$ cat config.mk
export PLATFORM = sky130hd
export DESIGN_NAME = bram_a_stream_ctrl
export DESIGN_NICKNAME = d
export VERILOG_FILES = /design/src/rtl/bram_a_pkg.sv /design/src/rtl/bram_a_skid_fifo.sv /design/src/rtl/bram_a_stream_ctrl.sv
export SDC_FILE = /design/constraint.sdc
export NUM_CORES = 1
export LEC_CHECK = 0
export ABC_CLOCK_PERIOD_IN_PS = 3250
export CAP_MARGIN = 15
export CELL_PAD_IN_SITES_DETAIL_PLACEMENT = 1
export CELL_PAD_IN_SITES_GLOBAL_PLACEMENT = 2
export CORE_MARGIN = 1
export CORE_UTILIZATION = 26
export DETAILED_ROUTE_END_ITERATION = 8
export PLACE_DENSITY_LB_ADDON = 0.1
export SLEW_MARGIN = 20
export SYNTH_ARGS = -nofsm -noshare
export SYNTH_HDL_FRONTEND = slang
export SYNTH_SLANG_ARGS = --single-unit
$ cat constraint.sdc
create_clock -name clk -period 3.25 [get_ports clk]
set_input_delay 0.65 -clock clk [delete_from_list [all_inputs] [get_ports clk]]
set_output_delay 0.65 -clock clk [all_outputs]
set_load 0.02 [all_outputs]
$ cat src/rtl/bram_a_pkg.sv
// Shared constants and state encoding for the BRAM_Memory_A stream controller.
//   BRAM_DATA_W : word width of the BRAM data ports
//   BRAM_ADDR_W : BRAM address width
//   BRAM_DEPTH  : maximum number of words held in one frame
//   state_t     : controller state encoding
package bram_a_pkg;

  localparam int BRAM_DATA_W = 32;
  localparam int BRAM_ADDR_W = 5;
  localparam int BRAM_DEPTH  = 32;

  typedef enum logic [1:0] {
    IDLE  = 2'd0,
    FILL  = 2'd1,
    HOLD  = 2'd2,
    DRAIN = 2'd3
  } state_t;

endpackage

$ cat src/rtl/bram_a_skid_fifo.sv
// Small first-word-fall-through FIFO that absorbs BRAM read data while the
// output stream is stalled.
//   clk, rst_n : clock, asynchronous active-low reset
//   push       : write push_data (ignored when full)
//   push_data  : word to store
//   pop        : consume the head word (ignored when empty)
//   pop_data   : head word, valid whenever empty is low
//   occ        : number of stored words
//   empty/full : occupancy flags
module bram_a_skid_fifo #(
  parameter int WIDTH = 33,
  parameter int DEPTH = 2,
  localparam int OCC_W = $clog2(DEPTH + 1)
) (
  input  logic             clk,
  input  logic             rst_n,
  input  logic             push,
  input  logic [WIDTH-1:0] push_data,
  input  logic             pop,
  output logic [WIDTH-1:0] pop_data,
  output logic [OCC_W-1:0] occ,
  output logic             empty,
  output logic             full
);

  localparam int PTR_W = (DEPTH > 1) ? $clog2(DEPTH) : 1;

  logic [WIDTH-1:0] mem [DEPTH];
  logic [PTR_W-1:0] wr_ptr_reg;
  logic [PTR_W-1:0] rd_ptr_reg;
  logic [OCC_W-1:0] occ_reg;
  logic             do_push;
  logic             do_pop;

  function automatic logic [PTR_W-1:0] ptr_inc(input logic [PTR_W-1:0] p);
    return (p == PTR_W'(DEPTH - 1)) ? '0 : p + 1'b1;
  endfunction

  assign empty    = (occ_reg == '0);
  assign full     = (occ_reg == OCC_W'(DEPTH));
  assign occ      = occ_reg;
  assign do_push  = push && !full;
  assign do_pop   = pop && !empty;
  assign pop_data = mem[rd_ptr_reg];

  // Storage needs no reset: the occupancy count decides what is valid.
  always_ff @(posedge clk) begin
    if (do_push) begin
      mem[wr_ptr_reg] <= push_data;
    end
  end

  always_ff @(posedge clk or negedge rst_n) begin
    if (!rst_n) begin
      wr_ptr_reg <= '0;
      rd_ptr_reg <= '0;
      occ_reg    <= '0;
    end else begin
      if (do_push) wr_ptr_reg <= ptr_inc(wr_ptr_reg);
      if (do_pop)  rd_ptr_reg <= ptr_inc(rd_ptr_reg);
      case ({do_push, do_pop})
        2'b10:   occ_reg <= occ_reg + 1'b1;
        2'b01:   occ_reg <= occ_reg - 1'b1;
        default: occ_reg <= occ_reg;
      endcase
    end
  end

endmodule

$ cat src/rtl/bram_a_stream_ctrl.sv
// Frame buffer controller in front of BRAM_Memory_A. An input stream is
// written to consecutive addresses from 0 (FILL), held (HOLD), and on
// rd_start read back in order as an output stream with a last marker (DRAIN).
//   clk, rst_n                 : clock, asynchronous active-low reset
//   s_valid/s_ready/s_data/s_last : input stream
//   rd_start                   : one-cycle drain request, honoured in HOLD only
//   m_valid/m_ready/m_data/m_last : output stream
//   busy                       : high in FILL, HOLD or DRAIN
//   frame_len                  : number of words in the stored frame
//   bram_en/we/addr/din, bram_dout : single BRAM port
module bram_a_stream_ctrl
  import bram_a_pkg::*;
#(
  parameter int DATA_W = BRAM_DATA_W,
  parameter int ADDR_W = BRAM_ADDR_W,
  parameter int DEPTH  = BRAM_DEPTH,
  parameter int RD_LAT = 1
) (
  input  logic              clk,
  input  logic              rst_n,
  input  logic              s_valid,
  output logic              s_ready,
  input  logic [DATA_W-1:0] s_data,
  input  logic              s_last,
  input  logic              rd_start,
  output logic              m_valid,
  input  logic              m_ready,
  output logic [DATA_W-1:0] m_data,
  output logic              m_last,
  output logic              busy,
  output logic [ADDR_W:0]   frame_len,
  output logic              bram_en,
  output logic              bram_we,
  output logic [ADDR_W-1:0] bram_addr,
  output logic [DATA_W-1:0] bram_din,
  input  logic [DATA_W-1:0] bram_dout
);

  localparam int FIFO_D = RD_LAT + 1;
  localparam int OCC_W  = $clog2(FIFO_D + 1);
  localparam int CNT_W  = ADDR_W + 1;
  localparam int CR_W   = OCC_W + 2;

  state_t            state_reg, state_next;
  logic [ADDR_W-1:0] wr_ptr_reg, wr_ptr_next;
  logic [CNT_W-1:0]  rd_ptr_reg, rd_ptr_next;
  logic [CNT_W-1:0]  frame_len_reg, frame_len_next;
  logic              s_ready_reg;
  logic [RD_LAT-1:0] vld_pipe_reg;
  logic [RD_LAT-1:0] last_pipe_reg;

  logic              wr_fire;
  logic              word_last;
  logic              rd_issue;
  logic              issue_last;
  logic              pop;
  logic              push;
  logic [CR_W-1:0]   inflight_cnt;
  logic [CR_W-1:0]   credit_used;
  logic [DATA_W:0]   fifo_dout;
  logic [OCC_W-1:0]  fifo_occ;
  logic              fifo_empty;
  logic              fifo_full;

  // s_ready is registered from the next state, so it stays low while reset
  // is held and rises one cycle after release.
  assign wr_fire    = s_valid && s_ready_reg;
  // The DEPTH-th word closes the frame whatever s_last says.
  assign word_last  = s_last || (wr_ptr_reg == ADDR_W'(DEPTH - 1));
  assign pop        = m_valid && m_ready;
  assign push       = vld_pipe_reg[RD_LAT-1];
  assign issue_last = (rd_ptr_reg == frame_len_reg - CNT_W'(1));

  // Reads in flight plus words already buffered must never exceed the FIFO
  // depth; a word leaving this cycle frees its slot immediately.
  always_comb begin
    inflight_cnt = '0;
    for (int i = 0; i < RD_LAT; i++) begin
      inflight_cnt = inflight_cnt + CR_W'(vld_pipe_reg[i]);
    end
    credit_used = inflight_cnt + CR_W'(fifo_occ) - CR_W'(pop);
  end

  // The full term is implied by the credit check; kept as a direct guard.
  assign rd_issue = (state_reg == DRAIN) && (rd_ptr_reg < frame_len_reg) &&
                    (credit_used < CR_W'(FIFO_D)) && (!fifo_full || pop);

  always_comb begin
    state_next     = state_reg;
    wr_ptr_next    = wr_ptr_reg;
    rd_ptr_next    = rd_ptr_reg;
    frame_len_next = frame_len_reg;
    case (state_reg)
      IDLE, FILL: begin
        if (wr_fire) begin
          frame_len_next = CNT_W'(wr_ptr_reg) + CNT_W'(1);
          if (word_last) begin
            state_next  = HOLD;
            wr_ptr_next = '0;
          end else begin
            state_next  = FILL;
            wr_ptr_next = wr_ptr_reg + 1'b1;
          end
        end
      end
      HOLD: begin
        rd_ptr_next = '0;
        if (rd_start) state_next = DRAIN;
      end
      DRAIN: begin
        if (rd_issue) rd_ptr_next = rd_ptr_reg + CNT_W'(1);
        if (pop && m_last) state_next = IDLE;
      end
      default: state_next = IDLE;
    endcase
  end

  always_ff @(posedge clk or negedge rst_n) begin
    if (!rst_n) begin
      state_reg     <= IDLE;
      wr_ptr_reg    <= '0;
      rd_ptr_reg    <= '0;
      frame_len_reg <= '0;
      s_ready_reg   <= 1'b0;
    end else begin
      state_reg     <= state_next;
      wr_ptr_reg    <= wr_ptr_next;
      rd_ptr_reg    <= rd_ptr_next;
      frame_len_reg <= frame_len_next;
      s_ready_reg   <= (state_next == IDLE) || (state_next == FILL);
    end
  end

  // Tracks each issued read (and whether it is the frame's last word) until
  // its data appears on bram_dout RD_LAT cycles later.
  always_ff @(posedge clk or negedge rst_n) begin
    if (!rst_n) begin
      vld_pipe_reg  <= '0;
      last_pipe_reg <= '0;
    end else begin
      vld_pipe_reg[0]  <= rd_issue;
      last_pipe_reg[0] <= rd_issue && issue_last;
      for (int i = 1; i < RD_LAT; i++) begin
        vld_pipe_reg[i]  <= vld_pipe_reg[i-1];
        last_pipe_reg[i] <= last_pipe_reg[i-1];
      end
    end
  end

  bram_a_skid_fifo #(
    .WIDTH (DATA_W + 1),
    .DEPTH (FIFO_D)
  ) u_fifo (
    .clk       (clk),
    .rst_n     (rst_n),
    .push      (push),
    .push_data ({last_pipe_reg[RD_LAT-1], bram_dout}),
    .pop       (pop),
    .pop_data  (fifo_dout),
    .occ       (fifo_occ),
    .empty     (fifo_empty),
    .full      (fifo_full)
  );

  assign s_ready   = s_ready_reg;
  assign m_valid   = !fifo_empty;
  assign m_data    = fifo_empty ? '0 : fifo_dout[DATA_W-1:0];
  assign m_last    = fifo_empty ? 1'b0 : fifo_dout[DATA_W];
  assign busy      = (state_reg != IDLE);
  assign frame_len = frame_len_reg;

  assign bram_en   = wr_fire || rd_issue;
  assign bram_we   = wr_fire;
  assign bram_addr = wr_fire ? wr_ptr_reg : rd_ptr_reg[ADDR_W-1:0];
  assign bram_din  = wr_fire ? s_data : '0;

endmodule

### After elaboration in Yosys (flattened, before gate mapping)

Memory sizes are Yosys's and may differ from the RTL's.
Cells that the tools add are included.
Widths: inputs -> output; s select.

* add/sub/neg operators: 10
* multiply operators: 0
* div/mod/pow operators: 0
* order comparisons: 2
* equal/unequal tests: 10
* shift-type cells: 0
* multiplexer cells: 17
* bitwise operators: 0
* reduce and logical (&&, ||, !) cells: 24

Operator list (number)
* $mux 32: 2
* $pmux 6 s2: 1
* $mux 5: 2
* $logic_and 1x1->1: 9
* $eq 2x2->1 const B: 4
* $mux 2: 4
* $add 5x1->6 const B: 1
* $add 6x1->6 const B: 1
* $eq 2x1->1 const B: 3
* $eq 6x6->1: 1
* $logic_not 2->1: 3
* $lt 6x6->1: 1
* $mux 6: 1
* $pmux 2 s3: 1
* $reduce_bool 2->1: 3
* $sub 6x1->6 const B: 1
* $add 5x1->5 const B: 1
* $eq 5x5->1 const B: 1
* $mux 1: 5
* $logic_or 1x1->1: 4
* $lt 4x2->1 const B: 1
* $pmux 2 s2: 1
* $reduce_and 2->1: 2
* $sub 3x1->4: 1
* other kinds (7): 9

* register bits: 26
* latch bits: 0
* RAM bits: 66
* memory bits (read-only): 0
* output and inout bits: 81
* memories kept: 1

Memories
* u_fifo.mem: depth 2, width 33, rd ports 1, clocked after Yosys merged registers in 0, wr ports 1, line bram_a_skid_fifo.sv:28 `logic [WIDTH-1:0] mem [DEPTH];`

### Depth between registers and ports, before layout

Gate-level depths: netlist (run 1).

* depth in word-level cells: 9
* gate-level depth with buffers: 12

### Hierarchy

A second synthesis (run 1) with hierarchy kept.

* cells, all modules: 356
* area, all modules: 4674.5 µm²

By module, submodules not included
* bram_a_skid_fifo: times used 1, cells each 121, area an instance 2730.1 µm², seq. area each 2082.0 µm²
* bram_a_stream_ctrl: times used 1, cells each 235, area an instance 1944.4 µm², seq. area each 550.5 µm²

### Worst setup path before layout (run 1)

OpenSTA, ideal clock, no wires.

* kind: reg2out
* from: register u_fifo.occ_reg[1] (netlist: u_fifo.occ[1])
* to: output port bram_en
* arrival time: 2.751 ns
* required time: 2.600 ns
* setup slack: -0.151 ns
* cell stages (with the launch flop): 11
* path buffers: 0
* cells stage by stage: dfrtp_1 nor2_1 inv_1 and2_1 ha_1 nor2b_1 fa_1 and4bb_2 o211ai_1 nor4_2 or2_2

* word-level cells in the longest chain between the ends: 8
* elaborated cells between the ends (all ways): 12

RTL lines
* from (decl): line bram_a_skid_fifo.sv:31 `logic [OCC_W-1:0] occ_reg;`
* from (signal assigned): line bram_a_skid_fifo.sv:62 `2'b10: occ_reg <= occ_reg + 1'b1;`
* from (signal assigned): line bram_a_skid_fifo.sv:63 `2'b01: occ_reg <= occ_reg - 1'b1;`
* from (signal assigned): line bram_a_skid_fifo.sv:64 `default: occ_reg <= occ_reg;`
* $logic_not 2->1 *: line bram_a_skid_fifo.sv:39 `assign empty = (occ_reg == '0);`
* $logic_not 1->1 *: line bram_a_stream_ctrl.sv:166 `assign m_valid = !fifo_empty;`
* net m_valid: line bram_a_stream_ctrl.sv:26 `output logic m_valid,`
* $logic_and 1x1->1 *: line bram_a_stream_ctrl.sv:70 `assign pop = m_valid && m_ready;`
* $sub 3x1->4: line bram_a_stream_ctrl.sv:81 `credit_used = inflight_cnt + CR_W'(fifo_occ) - CR_W'(pop);`
* $lt 4x2->1: line bram_a_stream_ctrl.sv:86 `(credit_used < CR_W'(FIFO_D)) && (!fifo_full || pop);`
* $logic_and 1x1->1: line bram_a_stream_ctrl.sv:85 `assign rd_issue = (state_reg == DRAIN) && (rd_ptr_reg < frame_len_reg) &&`
* $logic_and 1x1->1 *: line bram_a_stream_ctrl.sv:86
* $logic_or 1x1->1 *: line bram_a_stream_ctrl.sv:172 `assign bram_en = wr_fire || rd_issue;`
* to (decl): line bram_a_stream_ctrl.sv:32 `output logic bram_en,`

The timed path passes the listed nets; every way through them passes the cells marked *.

### Worst setup path after layout (run 1)

* from: register u_fifo.occ_reg[1] (netlist: u_fifo.occ[1])
* to: output port bram_en

* word-level cells in the longest chain between the ends: 8
* elaborated cells between the ends (all ways): 12

RTL lines (line)
* parallel branches: the longest is 6 deep, another holds $sub 3x1->4
* $logic_and 1x1->1 *: bram_a_stream_ctrl.sv:86
* $logic_or 1x1->1 *: bram_a_stream_ctrl.sv:172

Every way passes the cells marked *.

==> results of run 1 <==
## cells in the mapped netlist (3+ instances only)
library cell / count / share of area
a21oi_1: 6 / 0.0069
nor2_1: 44 / 0.038
nand2b_1: 6 / 0.0086
dfrtp_1: 26 / 0.15
mux2_2: 5 / 0.013
and3_1: 37 / 0.053
edfxtp_1: 66 / 0.45
nor3_1: 3 / 0.0034
buf_2: 4 / 0.0046
clkbuf_1: 15 / 0.013
inv_1: 13 / 0.011
xor2_1: 4 / 0.0080
and2_1: 6 / 0.0086
xnor2_1: 12 / 0.024
ha_1: 13 / 0.037
or2_2: 3 / 0.0043
mux2i_1: 34 / 0.078
nand3_1: 3 / 0.0034
nand2_1: 24 / 0.021
o21ai_0: 20 / 0.023
## metal layers
metal	up-vias	GRT usage	routed length, um
met4	0	0.0543	187
met2	90	0.250	6040
li1	1633	-	-
met3	13	0.0285	523
met5	-	0	0
met1	1662	0.199	6030
## stage by stage
| step | util | instance area (sq um) | TNS, ps |
|---|---|---|---|
| 6_report | 0.411 | 6630 | -232 |
| 5_1_grt | 0.411 | 6630 | -342 |
| 4_1_cts | 0.411 | 6620 | -332 |
| 3_5_place_dp | 0.389 | 6270 | -2120 |
| 3_3_place_gp | 0.389 | 6270 | -1260 |
| 2_1_floorplan | - | 4370 | 0 |
## cell usage in the layout, fill, tap and decap left out, types with 3 or more instances in the layout
cell type | netlist | final
xor2_1 | 4 | 4
edfxtp_1 | 66 | 66
a21oi_1 | 6 | 6
mux2i_1 | 34 | 34
nand3_1 | 3 | 3
o21ai_0 | 20 | 20
nand2b_1 | 6 | 6
and2_1 | 6 | 5
buf_4 | 0 | 24
nor3_1 | 3 | 3
and3_1 | 37 | 36
dfrtp_1 | 26 | 25
ha_1 | 13 | 12
inv_1 | 13 | 12
xnor2_1 | 12 | 12
clkdlybuf4s50_1 | 0 | 148
mux2_2 | 5 | 5
clkbuf_16 | 0 | 9
nor2_1 | 44 | 42
nand2_1 | 24 | 24
## final cells by class
type                            instances  area (sq um)
Inverter                               13          48.8
Clock inverter                          7          81.3
Multi-Input combinational cell        240          1650
Clock buffer                            9           225
Timing Repair Buffer                  176          1720
Sequential cell                        92          2630
Tap cell                              216           270
Fill cell                            1755          9490
## how the worst min path moves through the flow
stage | startpoint | endpoint | depth (start not counted)
2_1_floorplan | rst_n | frame_len[0] | 0
3_3_place_gp | last_pipe_reg | u_fifo.mem[1][32] | 0
3_5_place_dp | last_pipe_reg | u_fifo.mem[0][32] | 0
4_1_cts | last_pipe_reg | u_fifo.mem[1][32] | 0
5_1_grt | last_pipe_reg | u_fifo.mem[1][32] | 0
6_report | last_pipe_reg | u_fifo.mem[0][32] | 0
## logic make-up (layout without fill, tap and decap cells)
group           count (synthesis)  in the layout  share of synthesized area
flops                          92             92                      0.604
buf+inv                        32            205                     0.0287
compound gates                 35             35                     0.0453
xor+xnor                       16             16                     0.0321
fa+ha+maj                      14             14                     0.0419
simple gates                  136            136                      0.157
mux                            39             39                     0.0909
## power breakdown
group,internal [mW],switching [mW]
logic,1.27,1.37
clock network,0.609,0.489
registers,1.41,0.175
total,3.30,2.03
## repair_timing
item / 4_1_cts / 5_1_grt
cloned: 0 / 0
endpoints found under the setup margin: 2 / 1
gates resized for setup: 12 / 0
buffers inserted: 2 / 1
pin swaps: 4 / 2
==> impl_metrics.json, run 1 <==
{
  "timing.final.crit_share": 1.07,
  "ios": 151,
  "grt_pass1_vias": 3554,
  "drc": 0,
  "cp_slowest_cell": "fa_1",
  "synth_edf_count": 66,
  "rr_worst_depth": 13,
  "r2r-start": "u_fifo.occ[1]",
  "cts_buffer_depth": 2,
  "relSlewSlack": 0.424,
  "syn_area_per_cell_sq_um": 12.0,
  "synthArstFlopShare": 0.283,
  "tightest_slew_ps": 864,
  "total_leakage_power_nw": 2.65,
  "die_h_um": 132,
  "rsz0062_at_grt": "true",
  "largest_reg_flops": 66,
  "path_cells": "nor2_4, inv_2, and2_4, ha_4, nor2b_4, fa_1, and4bb_2, o211ai_1, nor4_2, buf_4, or2_4, buf_6",
  "fp.dieW_um": 132,
  "drtIter0Drc": 88,
  "critPathTopFamily": "simple AND/OR/NAND/NOR gates",
  "clock_sinks": 92,
  "violations": "negative setup slack",
  "r2r_end": "rd_ptr_reg[2]",
  "grt_start_max_net_pins": 34,
  "antenna_left": 0,
  "whs_ps": 471,
  "wl_per_cell_um": 17.0,
  "clk_latency_ps": 350,
  "fp.dieArea_sq_um": 17300,
  "drv_cap": 0,
  "ys_seq_area_frac": 0.604,
  "setup_slack_ps": -232,
  "cp.depth": 12,
  "drt_wl_total_um": 12800,
  "finalNetCount": 616,
  "hpwl_um": 9200,
  "num_vias": 3398,
  "crit_type": "reg -> out",
  "cp-end-kind": "output pin",
  "cpPeakStageDelay_ps": 420,
  "cts_root_buffer": "clkbuf_16",
  "grt_pass1_wl_um": 20300,
  "rows": 46,
  "synth.distinct_cells": 36,
  "core-area_sq_um": 16100,
  "dp.cells": 734,
  "cts_tree": "done",
  "hold_violations": 0,
  "drive_gt1_frac": 0.112,
  "hold_buffers": 0,
  "critPathRequiredTime_ps": 2600,
  "antenna_found_initial": 0,
  "dr.pass1.iters": 4,
  "place_congestion": 0.821,
  "htree_levels": 3,
  "cp-startpoint": "u_fifo.occ[1]",
  "synth_seq_cells": 92,
  "clk_pin_slew_worst_paths_ps": 70,
  "antenna_cells": 0,
  "cp-endpoint": "bram_en",
  "critPathBufInv": 3,
  "ys.flop_type": "edfxtp_1",
  "outcome": "complete, but fails checks",
  "pre_cts_ws_ps": -1060,
  "syn_nets": 448,
  "fin_skew_ps": 6.24,
  "yosysWarnings": 0,
  "numCtsBuffers": 9,
  "power_density_nw_per_um2": 804,
  "syn_area_sq_um": 4360,
  "arrival_ps": 2830,
  "overflow": 0,
  "start_kind": "flip-flop",
  "period_needed_ps": 3480,
  "portBuffers": 150,
  "setup_violations": 1,
  "cp_max_fo": 2,
  "rrSetupSlack_ps": 270,
  "syn_to_final_growth_pct": 51.9,
  "fmax_mhz": 287,
  "grt_use_total": 0.152,
  "stdcell_count": 753,
  "total_power_mw": 5.33,
  "finalMaxSlewViolations": 0,
  "max-vdd-ir-drop_uv": 388,
  "hold_path.class": "reg -> reg",
  "initial_utilization": 0.271,
  "viasPerCell": 4.51,
  "synthCells": 364
}
Note: power is estimated with default switching activity, not from simulation.
==> run 2: changes to the inputs <==
CORE_ASPECT_RATIO = 1.5   (was default)
GPL_ROUTABILITY_DRIVEN = 1   (was default)
==> impl_metrics.json, run 2 (same netlist as run 1, synthesis figures left out) <==
{
  "die_h_um": 161,
  "cp_max_fo": 2,
  "outcome": "complete, but fails checks",
  "total_power_mw": 5.33,
  "finalNetCount": 622,
  "rows": 57,
  "timing.final.crit_share": 1.07,
  "stdcell_count": 749,
  "largest_reg_flops": 66,
  "busiest_layer": "met2",
  "core-area_sq_um": 16300,
  "period_needed_ps": 3480,
  "final.setup.tns_ps": -228,
  "placed_cell_area_sq_um": 6290,
  "cp_slowest_cell": "fa_1",
  "hold_path.class": "reg -> reg",
  "power_density_nw_per_um2": 801,
  "finalMaxSlewViolations": 0,
  "drt_wl_total_um": 13000,
  "final_common_cell": "clkdlybuf4s50_1",
  "dr.pass1.iters": 4,
  "drv_cap": 0,
  "violations": "negative setup slack",
  "critPathRequiredTime_ps": 2600,
  "grt_use_total": 0.156,
  "rsz0062_at_grt": "true",
  "hold_violations": 0,
  "syn_to_final_growth_pct": 52.5,
  "layout_common_cells": "clkdlybuf4s50_1, edfxtp_1, nor2_1",
  "crit_type": "reg -> out",
  "portBuffers": 150,
  "fin_util": 0.407,
  "antenna_found_initial": 0,
  "hpwl_um": 9730,
  "clk_latency_ps": 340,
  "ios": 151,
  "clock_sinks": 92,
  "grt_pass1_vias": 3695,
  "viasPerCell": 4.58,
  "pre_cts_ws_ps": -1080,
  "grt_util_met2": 0.303,
  "relSlewSlack": 0.448,
  "grt_start_max_net_pins": 34,
  "arrival_ps": 2830,
  "total_leakage_power_nw": 2.68,
  "cpPeakStageDelay_ps": 500,
  "cts_buffer_depth": 2,
  "hold_buffers": 0,
  "overflow": 0,
  "critPathBufInv": 3,
  "cts_tree": "done",
  "setup_slack_ps": -228,
  "initial_utilization": 0.267,
  "tightest_slew_ps": 828,
  "start_kind": "flip-flop",
  "drc": 0,
  "setup_violations": 1,
  "fp.dieW_um": 108,
  "path_cells": "nor2_4, inv_2, and2_4, ha_4, nor2b_4, fa_1, and4bb_2, o211ai_1, nor4_2, buf_4, or2_4, buf_6",
  "stdcell_area_sq_um": 6650,
  "wl_per_cell_um": 17.3,
  "fmax_mhz": 288,
  "max-vdd-ir-drop_uv": 324,
  "htree_levels": 3,
  "met1_usage": 0.165,
  "grt_pass1_wl_um": 20400,
  "antenna_cells": 0,
  "cp-end-kind": "output pin",
  "numCtsBuffers": 9,
  "place_congestion": 0.770,
  "drive_gt1_frac": 0.127,
  "whs_ps": 455,
  "fp.dieArea_sq_um": 17300,
  "dp.cells": 729,
  "num_vias": 3429,
  "met3_usage": 0.0300,
  "fin_skew_ps": 7.21,
  "drtIter0Drc": 113,
  "critPathTopFamily": "simple AND/OR/NAND/NOR gates",
  "clk_pin_slew_worst_paths_ps": 70,
  "antenna_left": 0,
  "cts_root_buffer": "clkbuf_16"
}
run 2: layout make-up:
cell class	count	area, sq um
Clock buffer	9	225
Clock inverter	7	73.8
Fill cell	1772	9680
Inverter	13	48.8
Multi-Input combinational cell	240	1660
Sequential cell	92	2630
Tap cell	206	258
Timing Repair Buffer	182	1750
run 2: metal layers:
metal / wire, um / part of all wire
met5: 0 / 0
met4: 229 / 0.018
met3: 410 / 0.032
met2: 7420 / 0.57
met1: 4910 / 0.38
run 2: repair_timing:
action / CTS / global route
cloned: 0 / 0
pin swaps: 4 / 4
setup buffers: 2 / 2
endpoints found under the setup margin: 2 / 2
hold endpoints to repair: 0 / 0
resized for setup: 15 / 0
run 2: worst paths after layout:
check                      cells past startpoint           endpoint  slack, ps           from
max                                           12            bram_en       -230  u_fifo.occ[1]
min                                            0  u_fifo.mem[0][32]        450  last_pipe_reg
max reg2reg                                   13      rd_ptr_reg[2]        310  u_fifo.occ[1]
min reg2reg                                    0  u_fifo.mem[0][32]        450  last_pipe_reg
max in group asynchronous                      2  u_fifo.rd_ptr_reg       2240          rst_n
min in group asynchronous                      2       frame_len[2]        700          rst_n
run 2: where the power goes:
part | internal (mW) | leakage, nW | switching (mW)
Clock | 0.601 | 0.146 | 0.468
Sequential | 1.42 | 0.923 | 0.152
Combinational | 1.28 | 1.61 | 1.41
==> patch: new RTL, config.mk and constraints of run 2 <==
The package constant `BRAM_DATA_W` goes from 32 to 64.
--- a/src/rtl/bram_a_pkg.sv
+++ b/src/rtl/bram_a_pkg.sv
@@ -5,7 +5,7 @@
 //   state_t     : controller state encoding
 package bram_a_pkg;
 
-  localparam int BRAM_DATA_W = 32;
+  localparam int BRAM_DATA_W = 64;
   localparam int BRAM_ADDR_W = 5;
   localparam int BRAM_DEPTH  = 32;
 
Interface: changed (resized bram_din, bram_dout, m_data and s_data); port bits go from 151 to 279. The function was not compared with the original's and may differ.
==> patch against run 2 <==
  * The flow still finishes with violations (negative setup slack)
  * Synthesized cell count increased by 49%
  * Design area is 65% higher
  * Routed wire length increased by 77%
  * Worst setup slack got worse by 0.025 ns
  * First-iteration DRC count rose by 120%
  * Area after synthesis up 60%
  * Total power rose by 58%
  * Global-route usage rose by 0.93 points
  * Sequential cell count grew 64
==> patch: results (changes against run 2) <==
outcome: "finished, violations left"  # unchanged
violations: "negative setup slack"  # unchanged
synth_compound_area_share_pct: 2.75  # was 4.53%
largest_reg_flops: 130  # was 66
worstReg2RegEnd: "rd_ptr_reg[3]"  # was rd_ptr_reg[2]
viasPerCell: 4.51  # was 4.58
post_drt_wl_per_cell_um: 19.3  # was 17.3 um
multi_input_area_sq_um: 2310  # was 1660 sq um
finalSetupViolations: 1  # unchanged
synthDistinctLibCells: 34  # was 36
maxSlewHeadroom_pct: 34.2  # was 44.8%
cts.repair.resized: 16  # was 15
hold_slack_ns: 0.473  # was 0.455 ns
setup_ws_ns: -0.253  # was -0.228 ns
h-tree-depth: 4  # was 3
fill_cells: 2842  # was 1772
grt_antenna_before_repair: 1  # was 0
multi_input_cells: 340  # was 240
taps: 337  # was 206
crit_arrival_ns: 2.85  # was 2.83 ns
p_int_mw: 5.21  # was 3.30 mW
seq-cell-share_pct: 41.5  # was 39.6%
async_reset_ff_share_pct: 16.7  # was 28.3%
num-clock-buffers: 17  # was 9
syn_inst: 544  # was 364
ys_seq_area_share_pct: 65.1  # was 60.4%
post_cts_buffers: 15  # was 2
grt_use_met3_pct: 3.70  # was 3.00%
wl_met2_mm: 12.5  # was 7.42 mm
patch: worst max path at each step:
stage                        startpoint      end  slack [ns]  cells past startpoint
after floorplan           u_fifo.occ[1]  bram_en        0.05                     10
after global placement          m_ready  bram_en       -0.92                     10
after detailed placement        m_ready  bram_en       -1.00                     10
after CTS                 u_fifo.occ[0]  bram_en       -0.39                     11
after global routing      u_fifo.occ[1]  bram_en       -0.41                     11
final                     u_fifo.occ[1]  bram_en       -0.25                     11
patch: worst max-delay path, delay by kind of cell (launching register included):
kind / cells / cell delay, ns
AND/OR/NAND/NOR: 6 / 1.07
adder cells (fa/ha/maj): 2 / 0.64
flip-flops: 1 / 0.42
buffers and inverters: 2 / 0.15
AO/OA/AOI/OAI: 1 / 0.14
patch: power by group through the flow:
stage	logic, mW	registers, mW	clock network [mW]
finish	4.01	2.54	1.87
global route	4.29	2.57	2.00
CTS	4.06	2.55	1.92
detailed placement	3.95	2.59	0
global placement	3.88	2.59	0
floorplan	2.13	2.45	0
